--- src/rtl/imm_instr_encoder_if.sv ---
// imm_instr_encoder_if
//   Request and response channels of the instruction encoder.
//   Request : in_valid/in_ready handshake plus the fields to pack
//             (in_imm_type, in_opcode, in_rd, in_funct3, in_rs1, in_rs2,
//             in_funct7, in_imm).
//   Response: out_valid/out_ready handshake plus out_instr and out_err.
//   slave  : the encoder side.
//   master : the producer/consumer side (loader, bench).
interface imm_instr_encoder_if;
  logic        in_valid;
  logic        in_ready;
  logic [2:0]  in_imm_type;
  logic [6:0]  in_opcode;
  logic [4:0]  in_rd;
  logic [2:0]  in_funct3;
  logic [4:0]  in_rs1;
  logic [4:0]  in_rs2;
  logic [6:0]  in_funct7;
  logic [31:0] in_imm;
  logic        out_valid;
  logic        out_ready;
  logic [31:0] out_instr;
  logic        out_err;

  modport slave (
    input  in_valid, in_imm_type, in_opcode, in_rd, in_funct3,
           in_rs1, in_rs2, in_funct7, in_imm, out_ready,
    output in_ready, out_valid, out_instr, out_err
  );

  modport master (
    output in_valid, in_imm_type, in_opcode, in_rd, in_funct3,
           in_rs1, in_rs2, in_funct7, in_imm, out_ready,
    input  in_ready, out_valid, out_instr, out_err
  );
endinterface

--- src/rtl/imm_instr_encoder.sv ---
// imm_instr_encoder
//   Packs register/funct fields and a signed 32-bit immediate into an RV32I
//   instruction word according to a 3-bit immediate type (R/I/S/B/U/J),
//   the inverse of the core's immediate generator. Results pass through a
//   2-entry FIFO buffer with valid/ready on both sides.
// Ports:
//   clk       : clock, rising edge
//   rst       : synchronous, active-low reset
//   bus       : imm_instr_encoder_if.slave (request + response channels)
//   enc_count : number of completed output handshakes, saturating
// Configuration:
//   IMM_ENC_RANGE_CHECK_EN : when defined, out_err also flags immediates that
//   do not fit the selected format (the word is still packed by truncation).
//   Illegal types (110/111) always produce a NOP with out_err=1.
module imm_instr_encoder #(
  parameter int COUNT_W = 16
) (
  input  logic               clk,
  input  logic               rst,
  imm_instr_encoder_if.slave bus,
  output logic [COUNT_W-1:0] enc_count
);

  typedef enum logic [1:0] {EMPTY, ONE, FULL} state_t;

  localparam logic [31:0] NOP = 32'h0000_0013;

  state_t      state_reg, state_next;
  logic [31:0] head_instr_reg, tail_instr_reg;
  logic        head_err_reg, tail_err_reg;
  logic [COUNT_W-1:0] count_reg;

  logic [31:0] enc_word;
  logic        enc_err;
  logic        push, pop;
  logic        load_head, load_tail, shift_tail;

  // Field packing, purely combinational; registered only when accepted.
  always_comb begin
    enc_word = NOP;
    enc_err  = 1'b0;
    unique case (bus.in_imm_type)
      3'b000: enc_word = {bus.in_funct7, bus.in_rs2, bus.in_rs1, bus.in_funct3,
                          bus.in_rd, bus.in_opcode};
      3'b001: enc_word = {bus.in_imm[11:0], bus.in_rs1, bus.in_funct3,
                          bus.in_rd, bus.in_opcode};
      3'b010: enc_word = {bus.in_imm[11:5], bus.in_rs2, bus.in_rs1, bus.in_funct3,
                          bus.in_imm[4:0], bus.in_opcode};
      3'b011: enc_word = {bus.in_imm[12], bus.in_imm[10:5], bus.in_rs2, bus.in_rs1,
                          bus.in_funct3, bus.in_imm[4:1], bus.in_imm[11],
                          bus.in_opcode};
      3'b100: enc_word = {bus.in_imm[31:12], bus.in_rd, bus.in_opcode};
      3'b101: enc_word = {bus.in_imm[20], bus.in_imm[10:1], bus.in_imm[11],
                          bus.in_imm[19:12], bus.in_rd, bus.in_opcode};
      default: begin
        enc_word = NOP;
        enc_err  = 1'b1;
      end
    endcase
`ifdef IMM_ENC_RANGE_CHECK_EN
    // An immediate fits when every bit above the format's sign bit matches
    // the sign; branch/jump offsets must additionally be 2-byte aligned.
    unique case (bus.in_imm_type)
      3'b001, 3'b010:
        if (bus.in_imm[31:11] != {21{bus.in_imm[31]}}) enc_err = 1'b1;
      3'b011:
        if ((bus.in_imm[31:12] != {20{bus.in_imm[31]}}) || bus.in_imm[0])
          enc_err = 1'b1;
      3'b100:
        if (bus.in_imm[11:0] != 12'd0) enc_err = 1'b1;
      3'b101:
        if ((bus.in_imm[31:20] != {12{bus.in_imm[31]}}) || bus.in_imm[0])
          enc_err = 1'b1;
      default: ;
    endcase
`endif
  end

  assign bus.in_ready  = (state_reg != FULL);
  assign bus.out_valid = (state_reg != EMPTY);
  assign bus.out_instr = head_instr_reg;
  assign bus.out_err   = head_err_reg;
  assign enc_count     = count_reg;

  assign push = bus.in_valid & bus.in_ready;
  assign pop  = bus.out_valid & bus.out_ready;

  // Next state and buffer steering. A push while ONE and popping goes
  // straight to the head slot since the old head leaves this cycle.
  always_comb begin
    state_next = state_reg;
    load_head  = 1'b0;
    load_tail  = 1'b0;
    shift_tail = 1'b0;
    unique case (state_reg)
      EMPTY: begin
        if (push) begin
          state_next = ONE;
          load_head  = 1'b1;
        end
      end
      ONE: begin
        if (push && pop) begin
          load_head = 1'b1;
        end else if (push) begin
          state_next = FULL;
          load_tail  = 1'b1;
        end else if (pop) begin
          state_next = EMPTY;
        end
      end
      FULL: begin
        if (pop) begin
          state_next = ONE;
          shift_tail = 1'b1;
        end
      end
      default: state_next = EMPTY;
    endcase
  end

  always_ff @(posedge clk) begin
    if (!rst) begin
      state_reg      <= EMPTY;
      head_instr_reg <= 32'd0;
      head_err_reg   <= 1'b0;
      tail_instr_reg <= 32'd0;
      tail_err_reg   <= 1'b0;
      count_reg      <= '0;
    end else begin
      state_reg <= state_next;
      if (load_head) begin
        head_instr_reg <= enc_word;
        head_err_reg   <= enc_err;
      end else if (shift_tail) begin
        head_instr_reg <= tail_instr_reg;
        head_err_reg   <= tail_err_reg;
      end
      if (load_tail) begin
        tail_instr_reg <= enc_word;
        tail_err_reg   <= enc_err;
      end
      if (pop && (count_reg != {COUNT_W{1'b1}})) begin
        count_reg <= count_reg + 1'b1;
      end
    end
  end

endmodule
--- src/flat_wrapper.sv ---
// flat-port wrapper written by rule: the top's interface ports become plain ports
module imm_instr_encoder_flat 
#(
  parameter int COUNT_W = 16
)
  (clk, rst, enc_count, bus_in_valid, bus_in_imm_type, bus_in_opcode, bus_in_rd, bus_in_funct3, bus_in_rs1, bus_in_rs2, bus_in_funct7, bus_in_imm, bus_out_ready, bus_in_ready, bus_out_valid, bus_out_instr, bus_out_err);
  imm_instr_encoder_if bus_i ();
  input  logic clk;
  input  logic rst;
  output logic [COUNT_W-1:0] enc_count;
  input wire logic [$bits(bus_i.in_valid)-1:0] bus_in_valid;
  input wire logic [$bits(bus_i.in_imm_type)-1:0] bus_in_imm_type;
  input wire logic [$bits(bus_i.in_opcode)-1:0] bus_in_opcode;
  input wire logic [$bits(bus_i.in_rd)-1:0] bus_in_rd;
  input wire logic [$bits(bus_i.in_funct3)-1:0] bus_in_funct3;
  input wire logic [$bits(bus_i.in_rs1)-1:0] bus_in_rs1;
  input wire logic [$bits(bus_i.in_rs2)-1:0] bus_in_rs2;
  input wire logic [$bits(bus_i.in_funct7)-1:0] bus_in_funct7;
  input wire logic [$bits(bus_i.in_imm)-1:0] bus_in_imm;
  input wire logic [$bits(bus_i.out_ready)-1:0] bus_out_ready;
  output wire logic [$bits(bus_i.in_ready)-1:0] bus_in_ready;
  output wire logic [$bits(bus_i.out_valid)-1:0] bus_out_valid;
  output wire logic [$bits(bus_i.out_instr)-1:0] bus_out_instr;
  output wire logic [$bits(bus_i.out_err)-1:0] bus_out_err;
  assign bus_i.in_valid = bus_in_valid;
  assign bus_i.in_imm_type = bus_in_imm_type;
  assign bus_i.in_opcode = bus_in_opcode;
  assign bus_i.in_rd = bus_in_rd;
  assign bus_i.in_funct3 = bus_in_funct3;
  assign bus_i.in_rs1 = bus_in_rs1;
  assign bus_i.in_rs2 = bus_in_rs2;
  assign bus_i.in_funct7 = bus_in_funct7;
  assign bus_i.in_imm = bus_in_imm;
  assign bus_i.out_ready = bus_out_ready;
  assign bus_in_ready = bus_i.in_ready;
  assign bus_out_valid = bus_i.out_valid;
  assign bus_out_instr = bus_i.out_instr;
  assign bus_out_err = bus_i.out_err;
  imm_instr_encoder #(.COUNT_W(COUNT_W)) u_core (.clk(clk), .rst(rst), .bus(bus_i), .enc_count(enc_count));
endmodule
--- config.mk ---
export PLATFORM = sky130hd
export DESIGN_NAME = imm_instr_encoder_flat
export DESIGN_NICKNAME = d
export VERILOG_FILES = /design/src/rtl/imm_instr_encoder_if.sv /design/src/rtl/imm_instr_encoder.sv /design/src/flat_wrapper.sv
export SDC_FILE = /design/constraint.sdc
export NUM_CORES = 1
export LEC_CHECK = 0
export ABC_AREA = 1
export BUFFER_PORTS_ARGS = -buffer_cell sky130_fd_sc_hd__clkbuf_2
export CAP_MARGIN = 15
export CORE_UTILIZATION = 25
export DETAILED_ROUTE_END_ITERATION = 12
export PLACE_DENSITY = 0.52
export RECOVER_POWER = 50
export SLEW_MARGIN = 0
export SYNTH_ARGS = -nofsm -noshare
export SYNTH_HDL_FRONTEND = slang
export SYNTH_SLANG_ARGS = --single-unit
--- constraint.sdc ---
create_clock -name clk -period 1.5 [get_ports clk]
set_input_delay 0.225 -clock clk [delete_from_list [all_inputs] [get_ports clk]]
set_output_delay 0.225 -clock clk [all_outputs]
set_load 0.01 [all_outputs]
==> results of run 1 <==
area by class of cell:
| cell class | count | area, µm² |
|---|---|---|
| fill | 1814 | 10500 |
| multi-input combinational | 448 | 2170 |
| sequential | 84 | 1690 |
| timing repair buffer | 157 | 862 |
| tap | 216 | 270 |
| clock buffer | 9 | 225 |
| inverter | 46 | 178 |
| clock inverter | 7 | 100 |
repair_timing:
item,4_1_cts,5_1_grt
setup endpoints to repair,0,40
buffers inserted,0,0
gates resized for setup,0,18
hold endpoints to repair,0,0
layout by cell type (no fill, tap or decap), types with 4 or more instances in the layout:
master	count
o21ai_0	61
nor2_1	59
dfxtp_1	80
o21ai_1	11
o211ai_1	8
a21oi_1	55
clkbuf_2	80
clkbuf_1	43
dfxtp_2	4
inv_1	37
nand4_1	8
nor2_4	4
clkbuf_16	9
nand3_1	47
xor2_1	6
nand2_1	155
nand2_2	5
nor3_1	4
xnor2_1	4
inv_2	7
buf_4	28
a31oi_1	10
per-stage QoR:
stage | cell area, µm² | setup WS [ns] | TNS, ns | util
after floorplan | 4140 | 0.0231 | 0 | -
after global placement | 5160 | 0.0492 | 0 | 0.322
after detailed placement | 5160 | 0.0474 | 0 | 0.322
after CTS | 5480 | 0.0246 | 0 | 0.343
after global routing | 5490 | -0.0128 | -0.0540 | 0.343
final | 5490 | 0.102 | 0 | 0.343
power by group through the flow:
stage                     Clock [mW]  Sequential, mW  Combinational, mW
final                           2.42            2.48               1.04
after global routing            2.62            2.50               1.17
after CTS                       2.50            2.47               1.05
after detailed placement           0            2.52               1.04
after global placement             0            2.52               1.05
after floorplan                    0            2.55              0.576
worst reg2reg max path: cells and delay by family, from the launching register on:
family                 cells  cell delay [ns]
AOI/OAI and AO/OA          1             0.14
buffers and inverters      1             0.14
DFF                        1             0.40
and+or+nand+nor            5             0.62
cells by family after synthesis:
family,count (synthesis),synth area share
AO/OA/AOI/OAI,151,0.196
XOR/XNOR,10,0.0212
adder cells (fa/ha/maj),1,0.00303
buffers and inverters,77,0.0808
flip-flops,84,0.407
AND/OR/NAND/NOR,286,0.292
worst paths after layout:
check | from | end | slack, ns | cells past startpoint
worst max-delay path | u_core.state_reg[1] | bus_out_valid | 0.10 | 3
worst min-delay path | bus_in_opcode[6] | u_core.tail_instr_reg[6] | 0.14 | 3
worst max register to register | u_core.enc_count[6] | u_core.enc_count[6] | 0.12 | 7
worst min register to register | u_core.bus.out_instr[5] | u_core.bus.out_instr[5] | 0.47 | 2
metal layers:
metal	global-route usage	part of all wire
met2	0.254	0.44
met1	0.215	0.49
met4	0.0264	0.0028
met3	0.0480	0.062
met5	0	0
==> impl_results.md, run 1 <==
* Leak at 2.35 nW
* DRC violation count after routing at 0
* Synth Instances at 609
* Largest net degree at the start of global routing at 48
* Number of enable flip-flop cells after synthesis at 0
* HPWL after DPL at 9450 µm
* Startpoint class of the critical path: register
* Initial antenna violation count at 0
* TritonCTS Buffers at 9
* Total power at 5.94 mW
* Switching Share at 0.285
* Post-Place Cells at 951
* Worst path cell trace: nor2_1 -> inv_1 -> clkbuf_2
* FFs w/ async S/R, synth at 0
* CP Class: register to output pin
* Share of cells above drive strength 1 at 0.213
* Clock Pin Slew Worst Setup and Hold Paths at 0.07 ns
* Final period util at 0.932
* Clk root buf: clkbuf_16
* Post-route ant nets at 0
* Top delay family on crit path: flip-flops
* Worst hold slack at 0.140 ns
* Critical path fanouts, max at 4
* Psw at 1.69 mW
* Dominant cell type by area after synthesis: dfxtp_1
* Req. time, crit path at 1.27 ns
* Synth top cells by count: 156 x nand2_1, 84 x dfxtp_1, 61 x o21ai_0
* Cts hold-fix bufs at 0
* Count leader, synth: nand2_1
* Area grow syn2layout at 32.8%
* Worst Skew at 0.00739 ns
* 1st-iter DRT viols at 325
* Clk Latency, worst-skew pair at 0.34 ns
* CP max stage delay at 0.34 ns
* Core region area at 16000 µm²
* Per-cell routed wire length at 13.3 µm
* CP bufs+invs at 2
* Row count at 46
* CTS sink count at 84
* First-pass GRT wire length at 21000 µm
* Final Hold Vio Count at 0
* Slew Limit Fails at 0
* Gpl congestion at 0.818
* Starting Density at 0.258
* Fin crit period at 1.40 ns
* Mapped Nets at 681
* Worst VDD drop at 660 µV
* Synth area leaders: dfxtp_1 41%, nand2_1 14%, o21ai_0 7.4%
* Syn_area_per_cell at 6.79 µm²
* Clock Power Share at 0.408
* GRT Residual Overflow at 0
* Drt pass-1 iters at 5
* Status: completed
* Flop pwr share at 0.417
* Main flop type after synthesis: dfxtp_1
* Yosys warns at 0
* GRT Total Usage at 0.159
* Slew @ Worst Pin at 0.424 ns
* CTS tree: built
* Worst hold path class: primary input to register
* Die Span X at 131 µm
* Worst path slowest cell: dfxtp_1
* Logic pwr share at 0.175
* Setup crit end kind: output pin
* Final WL at 12900 µm
* PortBufs at 121
* Die Y-Extent at 131 µm
* Max-Cap Viols at 0
* Peak Freq at 715 MHz
* Seq/Total Area, Yosys at 0.407
* Final setup vio count at 0
* Register bit total from synthesis at 84
* Deepest clock path buffer count at 2
* H-tree depth at 3
* CP arrival at 1.17 ns
* Top cell type's share of synthesized area at 0.407
* PD cells at 1080 nW/µm²
* Number of global-route vias before repair at 4128
* Cell Int Power at 4.25 mW
* Post-Layout Cell Count at 967
* # nets final at 818
* Die footprint at 17000 µm²
* Mapped Area at 4130 µm²
* Vias at 4406
* Distinct cell type count of the synthesized netlist at 30
* Max_slew headroom at 0.717
* ANT cells at 0
* Via density at 4.56
* # IOs at 122
No activity file was read; power rests on OpenSTA's default activity.
==> run 2, diff against run 1 <==
--- a/config.mk
+++ b/config.mk
@@ -17,2 +17,3 @@
 export SYNTH_HDL_FRONTEND = slang
 export SYNTH_SLANG_ARGS = --single-unit
+export TNS_END_PERCENT = 1
==> constraint.sdc (replaced) <==
create_clock -name clk -period 1.5 [get_ports clk]
set_input_delay 0.075 -clock clk [delete_from_list [all_inputs] [get_ports clk]]
set_output_delay 0.075 -clock clk [all_outputs]
set_load 0.01 [all_outputs]
==> run 2 against run 1 <==
Sequential share of layout area is 0.30 points higher. Non-clock buffer count is 6 higher. First-iteration DRC count is 44% lower. Global-route usage is 0.28 points lower. Routed wire length is 1.1% lower. Critical path depth is 4 higher. Clock skew is 0.0015 ns lower. Setup slack better by 0.012 ns. Sequential power hardly changed. Count of clock-buffer cells in the layout is 3 higher. Largest power group unchanged.
==> impl_results.md, run 2 (synthesis gave the netlist of run 1 again) <==
* Drt pass-1 iters at 4 (was 5)
* Gpl congestion at 0.827 (was 0.818)
* Worst VDD drop at 656 µV (was 660 µV)
* Max-Cap Viols at 0 (unchanged)
* Core region area at 16000 µm² (unchanged)
* Slew Limit Fails at 0 (unchanged)
* Post-Place Cells at 952 (was 951)
* # nets final at 824 (was 818)
* Worst path slowest cell: dfxtp_1 (unchanged)
* Share of cells above drive strength 1 at 0.203 (was 0.213)
* Post-Layout Cell Count at 971 (was 967)
* # IOs at 122 (unchanged)
* Flop pwr share at 0.444 (was 0.417)
* ANT cells at 0 (unchanged)
* Post-route ant nets at 0 (unchanged)
* Cell area after layout at 5430 µm² (was 5490 µm²)
* Initial antenna violation count at 0 (unchanged)
* Deepest clock path buffer count at 2 (unchanged)
* Slew @ Worst Pin at 0.553 ns (was 0.424 ns)
* First-pass GRT wire length at 20600 µm (was 21000 µm)
* Setup ws final at 0.114 ns (was 0.102 ns)
* Final WL at 12700 µm (was 12900 µm)
* GRT Total Usage at 0.157 (was 0.159)
* Worst Skew at 0.00588 ns (was 0.00739 ns)
* Clk root buf: clkbuf_16 (unchanged)
* Max_slew headroom at 0.631 (was 0.717)
* DRC violation count after routing at 0 (unchanged)
* Per-cell routed wire length at 13.1 µm (was 13.3 µm)
* H-tree depth at 3 (unchanged)
* PD cells at 1030 nW/µm² (was 1080 nW/µm²)
* RSZ-0062 raised after global routing: true
* CP max stage delay at 0.42 ns (was 0.34 ns)
* CTS tree: built (unchanged)
* Startpoint class of the critical path: register (unchanged)
* Clk Latency, worst-skew pair at 0.34 ns (about the same)
* Placed Area at 5140 µm² (was 5160 µm²)
* Commonest non-fill, non-tap cells in the layout: 156 x nand2_1, 82 x dfxtp_1, 76 x clkbuf_2 (was 155 x nand2_1, 80 x clkbuf_2, 80 x dfxtp_1)
* Largest net degree at the start of global routing at 48 (unchanged)
* PortBufs at 121 (unchanged)
* Die Span X at 131 µm (unchanged)
* Switching Share at 0.283 (was 0.285)
* Clock Power Share at 0.374 (was 0.408)
* CTS sink count at 84 (unchanged)
* Psw at 1.58 mW (was 1.69 mW)
* Die footprint at 17000 µm² (unchanged)
* Fin crit period at 1.39 ns (was 1.40 ns)
* Total power at 5.58 mW (was 5.94 mW)
* Leak at 2.32 nW (was 2.35 nW)
* Post-CTS Setup Bufs at 0 (unchanged)
* TritonCTS Buffers at 9 (unchanged)
* HPWL after DPL at 9400 µm (was 9450 µm)
* Req. time, crit path at 1.74 ns (was 1.27 ns)
* Setup crit end kind: register (was output pin)
* Most common cell after layout, fill and taps aside: nand2_1 (unchanged)
* Logic pwr share at 0.182 (was 0.175)
* Worst path cell trace: nor2_2 -> nand2_2 -> clkinv_2 -> nand3_1 -> o21ai_0 -> a21oi_1 -> nor2_1 (was nor2_1 -> inv_1 -> clkbuf_2)
* Starting Density at 0.258 (unchanged)
* DP Worst Slack at 0.0526 ns (was 0.0474 ns)
* Status: completed (unchanged)
* Cell Int Power at 4.00 mW (was 4.25 mW)
* Worst hold path class: primary input to register (unchanged)
* CP arrival at 1.62 ns (was 1.17 ns)
* Row count at 46 (unchanged)
* Area grow syn2layout at 31.4% (was 32.8%)
* Vias at 4351 (was 4406)
* Final setup vio count at 0 (unchanged)
* Clock Pin Slew Worst Setup and Hold Paths at 0.06 ns (was 0.07 ns)
* Via density at 4.48 (was 4.56)
* Die Y-Extent at 131 µm (unchanged)
* Number of global-route vias before repair at 4012 (was 4128)
* Final Hold Vio Count at 0 (unchanged)
* Peak Freq at 721 MHz (was 715 MHz)
* Final period util at 0.924 (was 0.932)
* Filler cells at 1839 (was 1814)
* 1st-iter DRT viols at 183 (was 325)
* Worst hold slack at 0.0113 ns (was 0.140 ns)
* GRT Residual Overflow at 0 (unchanged)
* CP Class: register to register (was register to output pin)
* Critical path fanouts, max at 13 (was 4)
run 2: path summary, 6_finish.rpt:
path | start | end | slack, ns | depth (start not counted)
max | u_core.state_reg[0] | u_core.bus.out_instr[1] | 0.11 | 7
min | bus_in_rs1[0] | u_core.tail_instr_reg[15] | 0.01 | 3
max reg2reg | u_core.state_reg[0] | u_core.bus.out_instr[1] | 0.11 | 7
min reg2reg | u_core.bus.out_instr[5] | u_core.bus.out_instr[5] | 0.47 | 2
run 2: layout make-up:
cell class                      instances  area, µm²  area share
Inverter                               46        176      0.0325
Clock inverter                          2       10.0     0.00184
Timing Repair Buffer                  163        882       0.162
Clock buffer                           12        267      0.0491
Sequential cell                        84       1680       0.310
Multi-Input combinational cell        448       2140       0.394
Tap cell                              216        270      0.0498
run 2: per-layer routing:
| layer | part of all wire | routed length [µm] | vias to the layer above | track usage |
|---|---|---|---|---|
| met5 | 0 | 0 | - | 0 |
| met4 | 0.0078 | 99 | 0 | 0.0338 |
| met3 | 0.055 | 697 | 9 | 0.0448 |
| met2 | 0.43 | 5520 | 102 | 0.247 |
| met1 | 0.50 | 6410 | 1942 | 0.211 |
| li1 | - | - | 2298 | - |
run 2: through the flow:
stage	TNS, ns	util
final	0	0.339
after detailed placement	0	0.321
after floorplan	0	-
after CTS	0	0.342
after global routing	-0.0178	0.339
after global placement	0	0.321
run 2: critical path, delay by kind of cell (launching register included):
kind	cells	cell delay [ns]
AOI/OAI and AO/OA	2	0.25
buffers and inverters	1	0.22
DFF	1	0.42
and+or+nand+nor	4	0.40
run 2: power groups by stage:
stage / clock network, mW / registers [mW] / logic, mW
3_3_place_gp: 0 / 2.53 / 1.03
6_report: 2.09 / 2.48 / 1.02
4_1_cts: 2.15 / 2.48 / 1.04
5_1_grt: 2.26 / 2.49 / 1.15
2_1_floorplan: 0 / 2.55 / 0.576
3_5_place_dp: 0 / 2.52 / 1.03
run 2: what timing repair did:
| action | in CTS | in global routing |
|---|---|---|
| hold buffers | 5 | 0 |
| gates resized for setup | 0 | 10 |
| endpoints found under the hold margin | 5 | 0 |
| endpoints found under the setup margin | 0 | 24 |
